File: config.mk
export PLATFORM = sky130hd
export DESIGN_NAME = voxel_projector_flat
export DESIGN_NICKNAME = d
export VERILOG_FILES = /design/src/rtl/voxel_pkg.sv /design/src/rtl/voxel_projector_if.sv /design/src/rtl/voxel_store.sv /design/src/rtl/voxel_projector.sv /design/src/flat_wrapper.sv
export SDC_FILE = /design/constraint.sdc
export NUM_CORES = 1
export LEC_CHECK = 0
export ABC_AREA = 1
export CAP_MARGIN = 5
export CORE_ASPECT_RATIO = 1.4
export CORE_MARGIN = 4
export CORE_UTILIZATION = 45
export DETAILED_ROUTE_END_ITERATION = 10
export PLACE_DENSITY = 0.63
export SYNTH_ARGS = -nofsm -noshare
export SYNTH_HDL_FRONTEND = slang
export SYNTH_SLANG_ARGS = --single-unit
File: constraint.sdc
create_clock -name clk -period 3.1 [get_ports clk]
set_input_delay 0.93 -clock clk [delete_from_list [all_inputs] [get_ports clk]]
set_output_delay 0.93 -clock clk [all_outputs]
set_load 0.05 [all_outputs]
File: src/rtl/voxel_pkg.sv
// Shared definitions for the voxel projector: view-mode encodings and FSM states.
package voxel_pkg;

    localparam logic [1:0] MODE_TOP   = 2'd0;
    localparam logic [1:0] MODE_FRONT = 2'd1;
    localparam logic [1:0] MODE_SIDE  = 2'd2;

    typedef enum logic [2:0] {
        S_IDLE,
        S_RD,
        S_TST,
        S_WR,
        S_DONE
    } state_e;

endpackage

File: src/rtl/voxel_projector_if.sv
// Framebuffer write port: valid/ready handshake shared with other RAM writers.
interface voxel_projector_if #(
    parameter int FB_ADDR_W = 12
);
    logic                 fb_we;
    logic                 fb_ready;
    logic [FB_ADDR_W-1:0] fb_addr;
    logic [7:0]           fb_d;

    modport master (output fb_we, output fb_addr, output fb_d, input fb_ready);
    modport slave  (input fb_we, input fb_addr, input fb_d, output fb_ready);
endinterface

File: src/rtl/voxel_store.sv
// N x N x N 1-bit voxel RAM, synchronous read, addressed {x,y,z}; contents survive reset.
module voxel_store #(
    parameter int VX_BITS     = 3,
    parameter int INIT_PARITY = 1
) (
    input  logic                 clk,
    input  logic                 we_i,
    input  logic                 inhibit_i,
    input  logic [3*VX_BITS-1:0] addr_i,
    input  logic                 d_i,
    output logic                 q_o
);
    localparam int unsigned DEPTH = 1 << (3 * VX_BITS);

    // Power-up image: parity of x+y+z is the XOR of the three coordinate LSBs.
    function automatic logic [DEPTH-1:0] init_image();
        logic [DEPTH-1:0]     img;
        logic [3*VX_BITS-1:0] av;
        img = '0;
        if (INIT_PARITY != 0) begin
            for (int unsigned a = 0; a < DEPTH; a++) begin
                av     = (3*VX_BITS)'(a);
                img[a] = av[2*VX_BITS] ^ av[VX_BITS] ^ av[0];
            end
        end
        return img;
    endfunction

    logic [DEPTH-1:0] mem_q = init_image();
    logic             q_q;

    always_ff @(posedge clk) begin
        if (we_i && !inhibit_i) begin
            mem_q[addr_i] <= d_i;
        end
        q_q <= mem_q[addr_i];
    end

    assign q_o = q_q;

endmodule

File: src/rtl/voxel_projector.sv
// Projects the voxel store onto the framebuffer: nearest occupied voxel per column, depth-shaded.
module voxel_projector
    import voxel_pkg::*;
#(
    parameter int         VX_BITS     = 3,
    parameter int         FB_ADDR_W   = 12,
    parameter int         FB_BASE     = 0,
    parameter int         FB_STRIDE   = 32,
    parameter logic [7:0] BG_COLOR    = 8'h00,
    parameter int         INIT_PARITY = 1
) (
    input  logic                 clk,
    input  logic                 reset,
    input  logic                 start,
    input  logic [1:0]           mode,
    output logic                 busy,
    output logic                 done,
    input  logic                 vox_we,
    input  logic [3*VX_BITS-1:0] vox_addr,
    input  logic                 vox_d,
    output logic                 vox_err,
    voxel_projector_if.master    fb
);
    localparam logic [VX_BITS-1:0] LAST = '1;

    state_e               state_q, state_d;
    logic [1:0]           mode_q, mode_d;
    logic [VX_BITS-1:0]   u_q, u_d, v_q, v_d, d_q, d_d;
    logic [7:0]           pix_q, pix_d;
    logic [FB_ADDR_W-1:0] addr_q, addr_d;
    logic                 err_q;

    logic [3*VX_BITS-1:0] rd_addr, store_addr;
    logic                 vox_q;
    logic [7:0]           shade;

    function automatic logic [FB_ADDR_W-1:0] pix_addr(logic [VX_BITS-1:0] u, logic [VX_BITS-1:0] v);
        return FB_ADDR_W'(FB_BASE + int'(v) * FB_STRIDE + int'(u));
    endfunction

    // Permute (u,v,depth) onto the store's {x,y,z}; mode 3 falls through to the top view.
    always_comb begin
        case (mode_q)
            MODE_FRONT: rd_addr = {u_q, d_q, v_q};
            MODE_SIDE:  rd_addr = {d_q, u_q, v_q};
            default:    rd_addr = {u_q, v_q, d_q};
        endcase
    end

    assign store_addr = busy ? rd_addr : vox_addr;
    assign shade      = 8'(d_q) << (8 - VX_BITS);

    voxel_store #(
        .VX_BITS    (VX_BITS),
        .INIT_PARITY(INIT_PARITY)
    ) u_store (
        .clk      (clk),
        .we_i     (vox_we),
        .inhibit_i(busy),
        .addr_i   (store_addr),
        .d_i      (vox_d),
        .q_o      (vox_q)
    );

    always_comb begin
        state_d = state_q;
        mode_d  = mode_q;
        u_d     = u_q;
        v_d     = v_q;
        d_d     = d_q;
        pix_d   = pix_q;
        addr_d  = addr_q;
        case (state_q)
            S_IDLE: begin
                if (start) begin
                    state_d = S_RD;
                    mode_d  = mode;
                    u_d     = '0;
                    v_d     = '0;
                    d_d     = '0;
                end
            end
            S_RD: state_d = S_TST;
            S_TST: begin
                if (vox_q || d_q == LAST) begin
                    pix_d   = vox_q ? 8'hFF - shade : BG_COLOR;
                    addr_d  = pix_addr(u_q, v_q);
                    state_d = S_WR;
                end else begin
                    d_d     = d_q + 1'b1;
                    state_d = S_RD;
                end
            end
            S_WR: begin
                if (fb.fb_ready) begin
                    d_d = '0;
                    if (u_q == LAST && v_q == LAST) begin
                        state_d = S_DONE;
                    end else begin
                        state_d = S_RD;
                        u_d     = u_q + 1'b1;
                        if (u_q == LAST) begin
                            v_d = v_q + 1'b1;
                        end
                    end
                end
            end
            S_DONE:  state_d = S_IDLE;
            default: state_d = S_IDLE;
        endcase
    end

    always_ff @(posedge clk or posedge reset) begin
        if (reset) begin
            state_q <= S_IDLE;
            mode_q  <= '0;
            u_q     <= '0;
            v_q     <= '0;
            d_q     <= '0;
            pix_q   <= '0;
            addr_q  <= '0;
            err_q   <= 1'b0;
        end else begin
            state_q <= state_d;
            mode_q  <= mode_d;
            u_q     <= u_d;
            v_q     <= v_d;
            d_q     <= d_d;
            pix_q   <= pix_d;
            addr_q  <= addr_d;
            err_q   <= vox_we && busy;
        end
    end

    assign busy       = (state_q == S_RD) || (state_q == S_TST) || (state_q == S_WR);
    assign done       = (state_q == S_DONE);
    assign vox_err    = err_q;
    assign fb.fb_we   = (state_q == S_WR);
    assign fb.fb_addr = addr_q;
    assign fb.fb_d    = pix_q;

endmodule

File: src/flat_wrapper.sv
// flat-port wrapper written by rule: the top's interface ports become plain ports
module voxel_projector_flat import voxel_pkg::*;
#(
    parameter int         VX_BITS     = 3,
    parameter int         FB_ADDR_W   = 12,
    parameter int         FB_BASE     = 0,
    parameter int         FB_STRIDE   = 32,
    parameter logic [7:0] BG_COLOR    = 8'h00,
    parameter int         INIT_PARITY = 1
)
  (clk, reset, start, mode, busy, done, vox_we, vox_addr, vox_d, vox_err, fb_fb_we, fb_fb_addr, fb_fb_d, fb_fb_ready);
  voxel_projector_if #(.FB_ADDR_W(FB_ADDR_W)) fb_i ();
  input  logic clk;
  input  logic reset;
  input  logic start;
  input  logic [1:0] mode;
  output logic busy;
  output logic done;
  input  logic vox_we;
  input  logic [3*VX_BITS-1:0] vox_addr;
  input  logic vox_d;
  output logic vox_err;
  output wire logic [$bits(fb_i.fb_we)-1:0] fb_fb_we;
  output wire logic [$bits(fb_i.fb_addr)-1:0] fb_fb_addr;
  output wire logic [$bits(fb_i.fb_d)-1:0] fb_fb_d;
  input wire logic [$bits(fb_i.fb_ready)-1:0] fb_fb_ready;
  assign fb_fb_we = fb_i.fb_we;
  assign fb_fb_addr = fb_i.fb_addr;
  assign fb_fb_d = fb_i.fb_d;
  assign fb_i.fb_ready = fb_fb_ready;
  voxel_projector #(.VX_BITS(VX_BITS), .FB_ADDR_W(FB_ADDR_W), .FB_BASE(FB_BASE), .FB_STRIDE(FB_STRIDE), .BG_COLOR(BG_COLOR), .INIT_PARITY(INIT_PARITY)) u_core (.clk(clk), .reset(reset), .start(start), .mode(mode), .busy(busy), .done(done), .vox_we(vox_we), .vox_addr(vox_addr), .vox_d(vox_d), .vox_err(vox_err), .fb(fb_i));
endmodule
==> impl_summary.md, run 1 <==
Status
The flow ran to the end, and the final reports show no timing, DRC or antenna violations.

Worst setup path
The buffers plus inverters on the worst setup path is 2. The maximum cell stage delay along the critical path is 0.50 ns. The element type at the critical path end is a primary output.

The critical path goes through nor2_8 > buf_4 > clkdlybuf4s15_1. The maximum fanout encountered on the critical timing path is 16. In this run the register-to-register setup slack is 0.14 ns. The worst register-to-register path has a depth of 22. STA puts the critical path data arrival time at 2.08 ns. The kind of launch point of the worst setup path is a flop.

The kind of cell adding the most delay to the critical path is buffers and inverters. The class of the most critical setup path is flop to primary output. For the worst setup path, the data required time is 2.17 ns.

The capture point of the worst reg-to-reg path is u_core.u_store.q_o. The worst flop-to-flop path startpoint is u_core.mode_q[0]. The critical-path cell with the highest stage delay is sky130_fd_sc_hd__clkdlybuf4s15_1.

Power
IR analysis of the VDD net gives a maximum drop of 0.9763 mV. Summed over all cells, the static leakage comes to 11.92 nW. Dividing total power by cell area gives a power density of 1128 nW/um2.

Drt
The detailed-route DRC error count is 0. For this block, the initial DRC count from the detailed router was 2027. The average wire per cell in the routed design is 18.80 um. After detailed routing, the total wire length is 70.97 mm. The detailed-routing iteration count for the pre-antenna-repair pass is 5. Using the TritonRoute via totals, the vias-per-cell ratio works out to 5.290.

The routed via count is 19970. The remaining antenna violation count is 0.

Timing
The worst-case setup margin in the final layout is 0.09187 ns. The count of pins over their slew limit came to 0. On the final layout, the worst clock skew is 0.02841 ns.

Setup violations remaining at the end of the flow were counted as 0. The upper clock frequency limit is 0.3324 GHz. For the pin with the worst max-slew slack, the measured transition is 0.6637 ns. The hold violation total from the final report is 0. Setup repair after global routing could not meet its margin everywhere.

Dividing the final minimum period by the clock period gives 97.04%. The minimum period implied by the final worst setup slack is 3.008 ns. The worst-case headroom to the max-slew limit is 55.59%.

Finish
The final core utilization is 52.96%. Leaving out filler cells and counting taps, the final layout contains 3775. The fraction of final layout cells sized beyond drive strength 1 is 9.671%. In the final design database the tool counted 3023 nets. The area added between synthesis and finish is 16.47%. The antenna diode count is 0.

Synthesis
The post-synthesis cell type with the largest combined area is sky130_fd_sc_hd__edfxtp_1. The synthesized netlist occupies a cell area of 25670 um2. Each instance of the synthesized netlist takes up on average 8.746 um2.

Summing the areas of all fa, ha and maj instances in the mapped netlist gives 0.3899% of the synthesized area. The Yosys step of the flow raised 0 warnings. Summing the areas of all xor and xnor instances in the mapped netlist gives 0% of the synthesized area.

The compound-cell area share of the yosys netlist is 0.8822%. The number of cells produced by synthesis is 2935. The dominant combinational cell family by area after synthesis is simple AND/OR/NAND/NOR gates. After synthesis, the netlist uses 34 different library cells. Measured against the total synthesized area, the mux share comes to 0%. After synthesis, flip-flops and latches occupy 62.41% of the total area. Of the total synthesized cell area, the portion taken by AND, OR, NAND and NOR gates is 31.76%. The total of flip-flops plus latches after synthesis is 538. The top-area cell type share of the netlist area is 59.89%. By area the synthesized netlist is led by sky130_fd_sc_hd__edfxtp_1 (60%), sky130_fd_sc_hd__nand2_1 (19%), sky130_fd_sc_hd__nor2_1 (9.0%).

Die
Row generation in the floorplan step produced 103 rows. The height of the die is 290.6 um. The die covers 60980 um2.

The top-level I/O count is 41. The area of the core is 56450 um2. In this run the horizontal extent of the chip is 209.9 um. The initial utilization of the core area, before any placement, comes to 45.48%.

Placed design
Input and output buffers added on the ports amount to 34. The count of placed standard cells including taps is 3671. Routability-driven placement finished with a final weighted congestion of 0.8723. The worst slack after detailed placement is -0.3002 ns. Summed over all nets, the half-perimeter wirelength after detailed placement is 41.69 mm.

Clock tree
The number of sinks handled by clock tree synthesis is 538. The clock buffer count from CTS is 51. Hold repair after CTS inserted 0 buffers. The clock latency on the worst-skew pair is 0.60 ns. CTS placed an instance of sky130_fd_sc_hd__clkbuf_16 at the clock tree root. The CTS tree is done. The clock passes through at most 3 buffers. After clock tree synthesis, the clock-pin slew on the worst setup and hold paths is 0.06 ns.

The H-tree depth is 2.

Job
Across the run, the number of max-cap violations was 0.

Hold path
The path class of the tightest hold or removal check is flop to flop. The hold-critical path endpoint is u_core.fb.fb_d[5]. The worst hold path was traced through 2 stages. The hold path startpoint is u_core.fb.fb_d[5].

GRT
The via count of the first global-routing pass is 19600. The overall overflow remaining after global route is 0. The initial antenna violation count is 0. Entering global routing, the biggest net connects 97 pins. The first-pass GRT wire length is 110.2 mm.

The overall routing resource usage is 22.81%.
==> metal layers <==
| layer | global-route usage [%] | part of all wire (%) |
|---|---|---|
| met1 | 28.44 | 38 |
| met2 | 41.32 | 51 |
| met3 | 2.559 | 7.0 |
| met4 | 7.420 | 3.2 |
| met5 | 0 | 0 |
==> registers in the layout (all words and copies together) (netlist names) <==
signal                cells
u_core.u_store.mem_q    512
u_core.d_q                3
u_core.u_q                3
u_core.mode_q             2
u_core.vox_err            1
u_core.u_store.q_o        1
u_core.fb.fb_d            4
u_core.fb.fb_addr         6
u_core.v_q                3
u_core.state_q            3
==> worst register-to-register path, cell delays in order, from the launching register on <==
cell and delay [ns]:
sky130_fd_sc_hd__dfrtp_1 0.35, sky130_fd_sc_hd__inv_1 0.06, sky130_fd_sc_hd__ha_2 0.42, sky130_fd_sc_hd__nor2_1 0.07, sky130_fd_sc_hd__nand2_1 0.09, sky130_fd_sc_hd__nand3_4 0.14, sky130_fd_sc_hd__nand2_8 0.17, sky130_fd_sc_hd__inv_4 0.10
sky130_fd_sc_hd__buf_12 0.19, sky130_fd_sc_hd__nand2_1 0.12, sky130_fd_sc_hd__nand2_1 0.05, sky130_fd_sc_hd__nand2_1 0.06, sky130_fd_sc_hd__nand2_1 0.06, sky130_fd_sc_hd__nand2_1 0.05, sky130_fd_sc_hd__nand2_1 0.05, sky130_fd_sc_hd__nor2_1 0.18
sky130_fd_sc_hd__nor2_1 0.11, sky130_fd_sc_hd__nor2_1 0.13, sky130_fd_sc_hd__nand2_1 0.07, sky130_fd_sc_hd__nand2_1 0.12, sky130_fd_sc_hd__nand2_1 0.10, sky130_fd_sc_hd__nor2_1 0.09, sky130_fd_sc_hd__nand2_1 0.06
==> placed cells by master (no fill, tap or decap), types with 6 or more instances in the layout <==
cell	instances
sky130_fd_sc_hd__ha_1	7
sky130_fd_sc_hd__dfrtp_1	25
sky130_fd_sc_hd__clkbuf_16	52
sky130_fd_sc_hd__nand2_2	14
sky130_fd_sc_hd__conb_1	6
sky130_fd_sc_hd__clkbuf_1	9
sky130_fd_sc_hd__inv_1	38
sky130_fd_sc_hd__nor2_1	611
sky130_fd_sc_hd__o21ai_0	23
sky130_fd_sc_hd__clkinv_2	12
sky130_fd_sc_hd__nand3_1	141
sky130_fd_sc_hd__nand2_1	1311
sky130_fd_sc_hd__edfxtp_1	512
sky130_fd_sc_hd__clkinv_1	11
sky130_fd_sc_hd__buf_12	71
sky130_fd_sc_hd__buf_4	100
sky130_fd_sc_hd__clkdlybuf4s50_1	30
==> where the power goes <==
| group | total (mW) | switching [mW] | internal, mW |
|---|---|---|---|
| Sequential | 8.25 | 0.132 | 8.12 |
| Combinational | 19.2 | 12.8 | 6.40 |
| Clock | 6.23 | 2.74 | 3.49 |
==> synthesized netlist by cell type (all sizes together) <==
cell type,number
nand2,1327
a31oi,2
nand4,5
o221ai,1
buf,130
dfxtp,1
nor3,3
inv,45
clkbuf,73
edfxtp,512
o22ai,4
or2,1
o21ai,27
o31ai,2
ha,8
nor2,622
dfrtp,25
conb,1
nand3,142
a21oi,3
nor3b,1
==> area by class of cell <==
type,count,area [um2]
Clock buffer,61,1335
Clock inverter,34,306.5
Fill cell,5050,26550
Inverter,45,176.4
Multi-Input combinational cell,2155,8605
Sequential cell,538,16020
Tap cell,735,919.6
Timing Repair Buffer,207,2534
==> kinds of logic (layout without fill, tap and decap cells) <==
group,Yosys count,in the layout
DFF,538,538
and+or+nand+nor,2101,2102
other,1,6
AOI/OAI and AO/OA,39,39
buffers and inverters,248,347
adders and majority gates,8,8
==> worst max path at each step <==
stage | startpoint | to | slack [ns] | depth (start not counted)
2_1_floorplan | vox_addr[0] | u_core.u_store.mem_q[115] | 0.57 | 9
3_3_place_gp | vox_addr[0] | u_core.u_store.q_o | -0.30 | 19
3_5_place_dp | vox_addr[0] | u_core.u_store.q_o | -0.30 | 19
4_1_cts | u_core.mode_q[0] | u_core.u_store.q_o | 0.02 | 22
5_1_grt | u_core.mode_q[0] | u_core.u_store.q_o | -0.01 | 21
6_report | u_core.state_q[2] | busy | 0.09 | 3
==> metrics by stage <==
| step | power, mW | cell area, um2 | TNS (ns) | hold WS, ns |
|---|---|---|---|---|
| after global routing | 36.00 | 29900 | -0.01368 | 0.4939 |
| final | 33.73 | 29900 | 0 | 0.4707 |
| after CTS | 33.52 | 29790 | 0 | 0.4749 |
| after floorplan | 19.72 | 25690 | 0 | 0.4557 |
| after detailed placement | 27.24 | 28150 | -4.493 | 0.4602 |
| after global placement | 27.12 | 28150 | -3.721 | 0.4610 |
==> repair_timing <==
action	CTS	global route
cloned	0	1
hold endpoints to repair	0	0
gates resized for setup	4	13
setup endpoints to repair	4	3
setup buffers	0	8
pin swaps	0	1
Power figures use the tool's default switching activity.
==> run 2, diff against run 1 <==
--- a/config.mk
+++ b/config.mk
@@ -5,13 +5,13 @@
 export SDC_FILE = /design/constraint.sdc
 export NUM_CORES = 1
 export LEC_CHECK = 0
-export ABC_AREA = 1
 export CAP_MARGIN = 5
 export CORE_ASPECT_RATIO = 1.4
 export CORE_MARGIN = 4
-export CORE_UTILIZATION = 45
+export CORE_UTILIZATION = 40
 export DETAILED_ROUTE_END_ITERATION = 10
-export PLACE_DENSITY = 0.63
+export PLACE_DENSITY = 0.57
+export SETUP_SLACK_MARGIN = 0.5
 export SYNTH_ARGS = -nofsm -noshare
 export SYNTH_HDL_FRONTEND = slang
 export SYNTH_SLANG_ARGS = --single-unit
==> run 2 against run 1 <==
Net effect: the run now ends with setup timing left; sequential share of layout area fell by 4.7 points; sequential power fell by 0.6%; non-clock buffer count rose by 203; global-route usage rose by 2.4 points; largest cell class unchanged.
==> impl_summary.md, run 2 <==
Synthesis
The total number of yosys warnings is 0. By count the netlist is led by sky130_fd_sc_hd__nor2_1 (534), sky130_fd_sc_hd__edfxtp_1 (512), sky130_fd_sc_hd__nand2_1 (508). After synthesis, the netlist uses 58 different library cells. For this run, the register share of the synthesized area comes to 66.35%. The most used standard cell by instance count after synthesis is sky130_fd_sc_hd__nor2_1. The number of flops mapped to enable cells by yosys is 512. By area the synthesized netlist is led by sky130_fd_sc_hd__edfxtp_1 (64%), sky130_fd_sc_hd__nor2_1 (8.3%), sky130_fd_sc_hd__nand2_1 (7.9%).

The main flop type after synthesis is sky130_fd_sc_hd__edfxtp_1. The post-synthesis cell type with the largest combined area is sky130_fd_sc_hd__edfxtp_1. Synthesis handed over a netlist of 2292 instances. A synthesized cell averages 10.53 um2.

The mapped netlist covers 24150 um2. In this run, synthesis produced a sequential element count of 538. The top cell type by area accounts for 63.67% of the synthesized area.

The proportion of register bits with asynchronous set or reset after synthesis is 4.647%.

Finish
Leaving out fill and tap cells, the most frequent cells in the layout are sky130_fd_sc_hd__edfxtp_1 (512), sky130_fd_sc_hd__nand2_1 (472), sky130_fd_sc_hd__nor2_1 (367). The finished cells cover 32770 um2. The multi-input combinational cell area is 8713 um2. The number of flip-flops in the largest register is 512. Leaving out fill and tap cells, the most frequent cell in the layout is sky130_fd_sc_hd__edfxtp_1.

The fraction of final layout cells sized beyond drive strength 1 is 28.35%. The repair_antennas step left the layout with diodes totalling 0. The register with the most flip-flops is u_core.u_store.mem_q.

Relative to the synthesized area, the layout overhead comes to 35.70%. Across the whole layout, storage elements account for 16020 um2. Once layout is complete, the utilization of the core stands at 54.78%. Counting the fill cells in the layout gives 4955. Leaving out filler cells and counting taps, the final layout contains 3424.

At the end of the flow, the number of nets in the layout was 2597.

Die
The area of the core is 59810 um2. The die covers 64410 um2. The standard-cell row count is 106. The top-level I/O count is 41. The die is 298.7 um tall. The floorplan step set the die width to 215.6 um. The initial cell density of the core is 40.37%.

Drt
The average wire per cell in the routed design is 25.25 um. The first detailed-routing pass ran for 6 iterations. The final route contains 19690 vias. The remaining antenna violation count is 0. The final routed wirelength across all metal layers is 86.46 mm. The mean number of vias per cell is 5.751. After the first detailed-routing iteration, the DRC count stood at 2348.

In the routed design, unresolved DRC markers number 0.

Worst setup path
The endpoint identified for the worst register-to-register timing path is u_core.u_store.q_o. The cell depth of the worst flop-to-flop path is 15. STA classifies the critical path startpoint as a flop.

For the worst setup path, the data required time is 3.56 ns. The maximum fanout encountered on the critical timing path is 15. The worst flop-to-flop path startpoint is u_core.mode_q[0].

The worst setup path is captured at a flop. STA puts the critical path data arrival time at 3.85 ns. The critical path in this run is classified as flop to flop.

The setup slack on the worst flop-to-flop path is -0.28 ns.

GRT
The first global-routing pass estimated 122.6 mm of wire. Global routing consumed, over all layers together, 25.22% of the routing resources. The overall overflow remaining after global route is 0.

The initial antenna violation count is 0. The via count of the first global-routing pass is 18840. The maximum number of pins on one net before global-route repair is 105.

Hold path
The type of the most critical hold path is flop to flop. The hold-critical path endpoint is u_core.fb.fb_addr[1]. In this run the most critical hold path is launched from u_core.fb.fb_addr[1]. The worst hold path passes through 2 cells.

Placed design
The count of buffers added on input and output ports is 34. After legalization and detailed placement, the total HPWL measured 47.40 mm. The count of placed standard cells including taps is 3205. At the end of routability-driven placement, the weighted congestion stood at 0.8872. The area of placed instances is 27450 um2. The worst slack after detailed placement is -1.025 ns.

Timing
The accumulated negative setup slack is -6.569 ns. The final worst clock skew is 0.02420 ns. The final cycle utilization of the critical path is 109.1%. The count of pins over their slew limit is 0. The number of setup violations in the final report is 59. Measured against its own limit, the worst slew margin works out to 58.36%. The worst-case setup margin in the final layout is -0.2816 ns. The minimum period implied by the final worst setup slack is 3.382 ns. Based on the critical path, the design can be clocked at up to 0.2957 GHz. The transition time at the pin with the least slew margin is 0.6232 ns. Setup repair after global routing could not meet its margin everywhere. The hold violation total from the final report came to 0.

Clock tree
The H-tree was split into 2 levels. Clock tree synthesis selected as its root buffer the cell sky130_fd_sc_hd__clkbuf_16. The number of hold buffers added after CTS was 0. The clock buffer count from CTS is 51. The clock input transition at the sequential cells of the worst setup and hold paths is 0.06 ns.

The CTS tree is done. The number of buffers on the longest clock path is 3. The clock latency on the worst-skew pair is 0.60 ns. For this design, the sink count on the clock tree is 538.

Power
The leakage power summed over all cells is 11.32 nW. The worst-case IR drop observed on VDD is 0.4737 mV. For this design the ratio of total power to cell area is 899.2 nW/um2.

Status
The final reports fail on setup timing. The run finished, with violations left.

Job
The count of maximum capacitance violations is 0.
==> run 2: changes by cell type after synthesis, sizes merged, moves of 14 or more <==
| cell | previous run | this run |
|---|---|---|
| a32oi | 0 | 25 |
| inv | 45 | 9 |
| clkbuf | 73 | 101 |
| and3 | 0 | 15 |
| buf | 130 | 91 |
| a31oi | 2 | 41 |
| nand3 | 142 | 199 |
| a221oi | 0 | 14 |
| mux2i | 0 | 27 |
| nor2 | 622 | 534 |
| a211oi | 0 | 17 |
| a21oi | 3 | 35 |
| nand2 | 1327 | 509 |
==> run 2: how the worst max path moves through the flow <==
stage                      from            endpoint  slack [ns]
5_1_grt        u_core.mode_q[0]  u_core.u_store.q_o       -0.41
3_3_place_gp        vox_addr[0]  u_core.u_store.q_o       -0.97
4_1_cts        u_core.mode_q[0]  u_core.u_store.q_o       -0.16
3_5_place_dp        vox_addr[0]  u_core.u_store.q_o       -1.03
6_report       u_core.mode_q[0]  u_core.u_store.q_o       -0.28
2_1_floorplan       vox_addr[1]  u_core.u_store.q_o        0.18
==> run 2: cells by family after synthesis <==
group	Yosys count	synth area share (%)
flip-flops	538	66.35
AND/OR/NAND/NOR	1311	22.16
adder cells (fa/ha/maj)	8	0.4146
buffers and inverters	201	3.788
multiplexers	29	1.213
other	1	0.01553
AO/OA/AOI/OAI	204	6.058
==> run 2: report_power, final <==
group | total (mW) | switching, mW | internal, mW
sequential | 8.20 | 0.133 | 8.07
combinational | 14.6 | 8.76 | 5.87
clock | 6.63 | 2.84 | 3.79
==> run 2: final cells by class <==
type | instances | area share, %
sequential | 538 | 48.90
multi-input combinational | 1562 | 26.59
timing repair buffer | 410 | 15.96
clock buffer | 56 | 4.082
tap | 810 | 3.093
clock inverter | 39 | 1.272
inverter | 9 | 0.1031
==> run 2: critical path: stages (launching register included) <==
cell and delay [ns]:
sky130_fd_sc_hd__dfrtp_1 0.42, sky130_fd_sc_hd__inv_2 0.06, sky130_fd_sc_hd__ha_4 0.34, sky130_fd_sc_hd__nand2_2 0.08, sky130_fd_sc_hd__o211ai_2 0.07, sky130_fd_sc_hd__buf_6 0.17, sky130_fd_sc_hd__and2_4 0.28, sky130_fd_sc_hd__buf_4 0.16
sky130_fd_sc_hd__buf_6 0.17, sky130_fd_sc_hd__buf_4 0.16, sky130_fd_sc_hd__nand3_1 0.07, sky130_fd_sc_hd__a32oi_1 0.24, sky130_fd_sc_hd__a21oi_1 0.10, sky130_fd_sc_hd__or2_2 0.33, sky130_fd_sc_hd__a2111oi_4 0.48, sky130_fd_sc_hd__nand3_1 0.13
==> run 2: metrics by stage <==
step | hold WS [ns] | power [mW]
6_report | 0.4749 | 29.47
3_5_place_dp | 0.4649 | 19.98
5_1_grt | 0.5261 | 30.52
3_3_place_gp | 0.4637 | 19.90
4_1_cts | 0.4811 | 27.95
2_1_floorplan | 0.4690 | 14.71
==> run 2: timing repair <==
item                                    CTS  global route
pin swaps                                45            38
cloned                                   31            14
buffers inserted                         49            30
resized for setup                       295           204
endpoints found under the setup margin  531           531
==> run 2: per-layer routing <==
layer	up-vias	global-route usage, %	routed length (um)
met4	0	11.28	4800
li1	8588	-	-
met2	969	42.96	42800
met1	9897	32.29	31970
met5	-	0	0
met3	238	3.194	6886
